==> src/rtl/lab4_net_input_terminal_queue.sv <==
// Terminal input queue feeding the router's adaptive input terminal control.
// Optional same-cycle bypass when empty: define LAB4_NET_INPUT_QUEUE_BYPASS_EN.
module lab4_net_input_terminal_queue #(
   parameter  int unsigned p_num_entries = 4,
   parameter  int unsigned p_msg_nbits   = 44,
   parameter  int unsigned p_num_routers = 8,
   localparam int unsigned c_dest_nbits  = $clog2(p_num_routers),
   localparam int unsigned c_cnt_nbits   = $clog2(p_num_entries + 1)
) (
   input  logic                    clk,
   input  logic                    reset,
   input  logic                    enq_val,
   output logic                    enq_rdy,
   input  logic [p_msg_nbits-1:0]  enq_msg,
   output logic                    deq_val,
   input  logic                    deq_rdy,
   output logic [p_msg_nbits-1:0]  deq_msg,
   output logic [c_dest_nbits-1:0] deq_dest,
   output logic [c_cnt_nbits-1:0]  num_free
);

   localparam int unsigned c_ptr_nbits = (p_num_entries > 1) ? $clog2(p_num_entries) : 1;

   logic [p_msg_nbits-1:0] mem_q [p_num_entries];
   logic [p_msg_nbits-1:0] mem_d [p_num_entries];
   logic [c_ptr_nbits-1:0] head_q, head_d;
   logic [c_ptr_nbits-1:0] tail_q, tail_d;
   logic [c_cnt_nbits-1:0] count_q, count_d;

   logic stored_val_c;
   logic write_en_c;
   logic pop_en_c;

   // Pointers wrap by explicit compare so non-power-of-two depths work.
   function automatic logic [c_ptr_nbits-1:0] ptr_inc(input logic [c_ptr_nbits-1:0] p);
      return (p == c_ptr_nbits'(p_num_entries - 1)) ? '0 : p + c_ptr_nbits'(1);
   endfunction

   assign stored_val_c = (count_q != '0);
   assign enq_rdy      = (count_q != c_cnt_nbits'(p_num_entries));
   assign num_free     = c_cnt_nbits'(p_num_entries) - count_q;
   assign pop_en_c     = stored_val_c && deq_rdy;

`ifdef LAB4_NET_INPUT_QUEUE_BYPASS_EN
   logic bypass_c;

   // Empty queue forwards the offered message straight to the head port.
   assign bypass_c   = !stored_val_c && enq_val;
   assign deq_val    = stored_val_c || bypass_c;
   assign deq_msg    = bypass_c ? enq_msg : mem_q[head_q];
   assign write_en_c = enq_val && enq_rdy && !(bypass_c && deq_rdy);
`else
   assign deq_val    = stored_val_c;
   assign deq_msg    = mem_q[head_q];
   assign write_en_c = enq_val && enq_rdy;
`endif

   assign deq_dest = deq_msg[p_msg_nbits-1 -: c_dest_nbits];

   // Next-state: storage write, pointer advance and occupancy update.
   always_comb begin
      mem_d   = mem_q;
      head_d  = head_q;
      tail_d  = tail_q;
      count_d = count_q;
      if (write_en_c) begin
         mem_d[tail_q] = enq_msg;
         tail_d        = ptr_inc(tail_q);
      end
      if (pop_en_c) begin
         head_d = ptr_inc(head_q);
      end
      case ({write_en_c, pop_en_c})
         2'b10:   count_d = count_q + c_cnt_nbits'(1);
         2'b01:   count_d = count_q - c_cnt_nbits'(1);
         default: count_d = count_q;
      endcase
   end

   always_ff @(posedge clk) begin
      if (!reset) begin
         mem_q   <= '{default: '0};
         head_q  <= '0;
         tail_q  <= '0;
         count_q <= '0;
      end else begin
         mem_q   <= mem_d;
         head_q  <= head_d;
         tail_q  <= tail_d;
         count_q <= count_d;
      end
   end

   // Occupancy must stay within the queue depth.
   always_ff @(posedge clk) begin
      if (reset) begin
         assert (count_q <= c_cnt_nbits'(p_num_entries))
            else $error("queue occupancy out of range");
      end
   end

endmodule

==> config.mk <==
export PLATFORM = sky130hd
export DESIGN_NAME = lab4_net_input_terminal_queue
export DESIGN_NICKNAME = d
export VERILOG_FILES = /design/src/rtl/lab4_net_input_terminal_queue.sv
export SDC_FILE = /design/constraint.sdc
export NUM_CORES = 1
export LEC_CHECK = 0
export ABC_AREA = 1
export BUFFER_PORTS_ARGS = -buffer_cell sky130_fd_sc_hd__clkbuf_2
export CAP_MARGIN = 20
export CORE_MARGIN = 5
export CORE_UTILIZATION = 43
export DETAILED_ROUTE_END_ITERATION = 6
export MAX_ROUTING_LAYER = met4
export PLACE_DENSITY = 0.6
export SETUP_SLACK_MARGIN = 0.2
export SKIP_LAST_GASP = 1
export SLEW_MARGIN = 15
export SYNTH_ARGS = -nofsm -noshare
export SYNTH_HDL_FRONTEND = slang
export SYNTH_SLANG_ARGS = --single-unit
==> constraint.sdc <==
create_clock -name clk -period 2.08 [get_ports clk]
set_input_delay 0.52 -clock clk [delete_from_list [all_inputs] [get_ports clk]]
set_output_delay 0.52 -clock clk [all_outputs]
set_load 0.005 [all_outputs]
==> results of run 1 <==
[kinds of logic after synthesis]
logic type      Yosys count  share of synthesized area (%)
fa+ha+maj                10                           1.70
buf+inv                 107                           7.49
simple gates            455                           22.5
compound gates          320                           21.3
flops                   183                           47.1
[synth_stat cells]
library cell  count
nand2_1           5
fa_1              1
o22ai_1          44
a21oi_1           6
ha_1              9
buf_2            25
nand2_4           1
nor2_4            4
buf_6            17
clkbuf_1         34
o21ai_0         270
nor2_1          443
inv_1            18
nand4_1           1
nand3_1           1
dfxtp_1         183
inv_2             6
buf_4             6
buf_1             1
[power groups by stage]
stage                     Clock (mW)  Combinational [mW]  Sequential [mW]
after floorplan                    0                2.27             4.17
after global placement             0                3.62             4.23
after detailed placement           0                3.64             4.23
after CTS                       3.59                4.31             4.20
after global routing            3.73                5.60             4.25
final                           3.54                5.14             4.20
[registers in the layout, indices dropped and copies added, names as in the netlist]
name / cells
mem_q: 176
count_q: 3
head_q: 2
tail_q: 2
[final cells by class]
class                      count  area, µm²
tap                          229        287
sequential                   183       3680
clock inverter                10        169
clock buffer                  22        474
timing repair inverter         1       8.76
inverter                      24        121
multi-input combinational    785       3710
fill                        1677       7980
timing repair buffer         162       1480
[stage by stage]
stage | setup TNS (ps) | power [mW]
floorplan | 0 | 6.44
global placement | 0 | 7.85
detailed placement | 0 | 7.87
CTS | -1840 | 12.1
global route | -5240 | 13.6
finish | -2500 | 12.9
[what timing repair did]
item | CTS | global route
endpoints found under the setup margin | 54 | 82
pin swaps | 4 | 26
endpoints found under the hold margin | 0 | 0
hold buffers | 0 | 0
cloned | 5 | 10
resized for setup | 42 | 100
setup buffers | 11 | 9
[worst max-delay path, cell delays in order, from the launching register on]
cell and delay, ps:
dfxtp_4 360, buf_4 170, buf_12 160, o21ai_0 140
o22ai_1 300, buf_2 170
[worst paths after layout]
path | end | cells past startpoint
max | deq_msg[27] | 5
min | mem_q[146]$_SDFFE_PN0P_ | 3
max reg2reg | count_q[2]$_SDFFE_PN0P_ | 14
min reg2reg | mem_q[53]$_SDFFE_PN0P_ | 2
[metal layers]
metal	vias to the layer above	GRT usage (%)
li1	3738	-
met4	0	5.74
met2	274	36.4
met1	3587	32.1
met3	40	4.99
met5	-	-
==> flow_summary.json, run 1 <==
{
  "insertion_delay_ps": 440,
  "fin_worst_skew_ps": 6.34,
  "route.detailed.drc": 0,
  "synth_top_area_cell": "dfxtp_1",
  "clkTransAtPathRegs_ps": 70,
  "p_seq_share_pct": 32.6,
  "mostFrequentLayoutCells": "439 x nor2_1, 233 x o21ai_0, 179 x dfxtp_1",
  "p_switching_mw": 4.47,
  "grt_usage_pct": 23.7,
  "ys_ff_latch": 183,
  "swShare_pct": 34.7,
  "crit_start": "head_q[0]$_SDFFE_PN0P_",
  "synthCells": 1075,
  "drt_wl_total_um": 25000,
  "intPower_mw": 8.40,
  "syn_nets": 1133,
  "nets": 1232,
  "overflow": 0,
  "cts-root-buf": "clkbuf_16",
  "r2r_start": "count_q[0]$_SDFFE_PN0P_",
  "endpoint_kind": "primary output",
  "die_x_um": 145,
  "initial_utilization_pct": 43.5,
  "tightestPinTransition_ps": 357,
  "worst-path-max-fanout": 15,
  "hp-start": "enq_msg[14]",
  "top_layer": "met4",
  "syn_to_final_growth_pct": 27.5,
  "status": "finished with violations",
  "cts_sinks": 183,
  "arrival_ps": 1750,
  "dr.pass1.iters": 5,
  "numCtsBuffers": 17,
  "cts_buffer_depth": 2,
  "hold_viol": 0,
  "core_area_um2": 17900,
  "setup_viol": 42,
  "die_area_um2": 20900,
  "dp_hpwl_um": 12800,
  "htree_levels": 4,
  "ff2ff_setup_slack_ps": 230,
  "die_y_um": 145,
  "final_cells": 1416,
  "synth_warnings": 0,
  "yosysTopAreaCellShare_pct": 47.1,
  "syn_area_per_cell_um2": 7.24,
  "min_period_ps": 2270,
  "place_inst": 1349,
  "met2_length_um": 11500,
  "crit_type": "flop to primary output",
  "power_density_nw_per_um2": 1300,
  "fin_area_um2": 9920,
  "fin_crit_sh_pct": 109,
  "final_core_util_pct": 55.4,
  "critPathRequiredTime_ps": 1560,
  "grt_max_degree": 60,
  "antenna_found_initial": 0,
  "tritoncts": "done",
  "setup_ws_ps": -185,
  "ant_nets": 0,
  "wl_met3_um": 1700,
  "ys_top_cells_by_area": "dfxtp_1 47%, nor2_1 21%, o21ai_0 17%",
  "yosysSeqAreaShare_pct": 47.1,
  "relSlewSlack_pct": 76.2,
  "diodes": 0,
  "pre_cts_ws_ps": 101,
  "violations": "setup timing",
  "critPathLaunchType": "flop",
  "grt_pass1_wl_um": 37600,
  "via_count": 7639,
  "gp_congestion": 0.780,
  "io_buffers": 99,
  "postPlaceCellArea_um2": 8440,
  "drtIter0Drc": 705,
  "yosysUniqueCellTypes": 19,
  "clockPowerShare_pct": 27.5,
  "power.leakage_nw": 4.51,
  "detail_route.wl_per_cell_um": 17.6,
  "combPwrFrac_pct": 39.9,
  "syn_area_um2": 7780,
  "drive_above_1_share_pct": 20.6,
  "via_per_inst": 5.39,
  "max_freq_mhz": 441,
  "holdCritPathClass": "primary input to flop",
  "slew_violations": 0,
  "whs_ps": 358,
  "rows": 49,
  "maxCapViolCount": 0,
  "io_pins": 100,
  "vdd_drop_max_mv": 0.909,
  "met1Wirelength_um": 11300,
  "grt_pass1_vias": 6999,
  "rsz0062_at_grt": "true",
  "final_common_cell": "nor2_1"
}
Power figures use the tool's default switching activity.
==> run 2, diff against run 1 <==
==> constraint.sdc (replaced) <==
create_clock -name clk -period 2.08 [get_ports clk]
set_input_delay 0.208 -clock clk [delete_from_list [all_inputs] [get_ports clk]]
set_output_delay 0.208 -clock clk [all_outputs]
set_load 0.005 [all_outputs]
==> run 2 against run 1 <==
Effect of this change: the run now ends clean; non-clock buffer count decreased by 20; combinational power decreased by 15%; global-route usage decreased by 0.66 points; sequential power is essentially flat; die area did not move; clock skew is 0.59 ps higher; first-iteration DRC count shrank 18%; cell area down 5.0%; sequential share of layout area rose by 1.9 points; clock-buffer cell count decreased by 3; power is 7.7% lower; register-to-register slack better by 20 ps; largest power group unchanged.
==> flow_summary.json, run 2 (same netlist as run 1, synthesis figures left out) <==
{
  "detail_route.wl_per_cell_um": 17.0,
  "fin_worst_skew_ps": 6.93,
  "slew_violations": 0,
  "hold_viol": 0,
  "gp_congestion": 0.804,
  "path_cells": "buf_4 -> clkbuf_16 -> nor2_1 -> o22ai_1 -> clkbuf_2",
  "largest_reg_flops": 176,
  "worst-path-max-fanout": 18,
  "die_area_um2": 20900,
  "cp_num_buf_inv": 3,
  "clkTransAtPathRegs_ps": 70,
  "overflow": 0,
  "grt_usage_pct": 23.0,
  "holdCritPathClass": "primary input to flop",
  "cts_buffer_depth": 2,
  "io_buffers": 99,
  "regMostFlops": "mem_q",
  "power.leakage_nw": 4.30,
  "arrival_ps": 1650,
  "setup_viol": 0,
  "numCtsBuffers": 17,
  "drtIter0Drc": 581,
  "endpoint_kind": "primary output",
  "drive_above_1_share_pct": 17.7,
  "diodes": 0,
  "fin_crit_sh_pct": 89.1,
  "rows": 49,
  "power_density_nw_per_um2": 1260,
  "maxCapViolCount": 0,
  "critPathLaunchType": "flop",
  "cts_sinks": 183,
  "crit_type": "flop to primary output",
  "min_period_ps": 1850,
  "tightestPinTransition_ps": 387,
  "io_pins": 100,
  "nets": 1211,
  "grt_pass1_vias": 7039,
  "rsz0062_at_grt": "true",
  "crit_start": "head_q[0]$_SDFFE_PN0P_",
  "critPathRequiredTime_ps": 1870,
  "die_x_um": 145,
  "core_area_um2": 17900,
  "slowest_stage": "dfxtp_4",
  "largest_registers": "mem_q (176), count_q (3)",
  "fin_setup_tns_ps": 0,
  "insertion_delay_ps": 430,
  "route.detailed.drc": 0,
  "via_count": 7502,
  "hp-start": "enq_msg[14]",
  "relSlewSlack_pct": 74.2,
  "final_common_cell": "nor2_1",
  "r2r_start": "count_q[0]$_SDFFE_PN0P_",
  "tritoncts": "done",
  "cts-root-buf": "clkbuf_16",
  "max_stage_delay_ps": 450,
  "syn_to_final_growth_pct": 21.1,
  "grt_max_degree": 77,
  "antenna_found_initial": 0,
  "die_y_um": 145,
  "fin_total_pwr_mw": 11.9,
  "mostFrequentLayoutCells": "443 x nor2_1, 253 x o21ai_0, 179 x dfxtp_1",
  "vdd_drop_max_mv": 0.768,
  "via_per_inst": 5.38,
  "dr.pass1.iters": 5,
  "dp_hpwl_um": 12700,
  "grt_pass1_wl_um": 37100,
  "drt_wl_total_um": 23800,
  "critPathTopFamily": "buffers and inverters",
  "htree_levels": 4,
  "initial_utilization_pct": 43.5,
  "ant_nets": 0,
  "max_freq_mhz": 540,
  "fill_cells": 1752,
  "status": "completed"
}
[run 2: cell count changes in the layout (fill, tap and decap cells not counted), moves of 8 or more]
cell,delta
clkbuf_2,+29
o21ai_0,+20
buf_12,-8
buf_2,-27
o21ai_1,-13
[run 2: final timing paths]
path	slack, ps	cells past startpoint	endpoint
worst max-delay path	230	5	deq_msg[0]
worst min-delay path	60	3	mem_q[14]$_SDFFE_PN0P_
worst max register to register	250	15	count_q[2]$_SDFFE_PN0P_
worst min register to register	510	2	mem_q[127]$_SDFFE_PN0P_
[run 2: stage by stage]
stage          hold slack, ps  std cells  area (µm²)  setup WS, ps  utilization (%)
5_1_grt                  60.1       1394        9430           133             52.7
2_1_floorplan             343       1075        7790           212                -
6_report                 58.7       1394        9430           227             52.7
4_1_cts                  35.7       1386        9230           204             51.6
3_3_place_gp              486       1346        8380           146             46.8
3_5_place_dp              492       1346        8380          98.5             46.8
[run 2: tightest hold or removal path: cells and delay by family]
kind	cells	cell delay, ps
simple gates	2	130
buf+inv	1	120
[run 2: cell type report]
| cell class | instances | area, µm² | share of cell area [%] |
|---|---|---|---|
| clock inverters | 12 | 153 | 1.62 |
| multi-input cells | 785 | 3620 | 38.4 |
| well taps | 229 | 287 | 3.04 |
| inverters | 24 | 113 | 1.19 |
| clock buffers | 19 | 443 | 4.70 |
| repair buffers | 142 | 1140 | 12.1 |
| flip-flops and latches | 183 | 3670 | 39.0 |
[run 2: what timing repair did]
action	CTS	global route
resized for setup	28	36
cloned	4	4
setup buffers	5	4
hold buffers	0	0
pin swaps	2	6
setup endpoints to repair	49	63
[run 2: power breakdown]
part	leakage (nW)	internal [mW]	switching, mW	total [mW]
logic	2.51	1.83	2.52	4.36
clock network	0.293	1.92	1.40	3.32
registers	1.50	3.96	0.253	4.21
[run 2: metal layers]
| metal | GRT usage, % | wire length (µm) | part of all wire, % |
|---|---|---|---|
| met3 | 4.63 | 1530 | 6.4 |
| met1 | 30.8 | 10900 | 46 |
| met4 | 6.58 | 463 | 1.9 |
| met5 | - | 0 | 0 |
| met2 | 35.6 | 10800 | 46 |
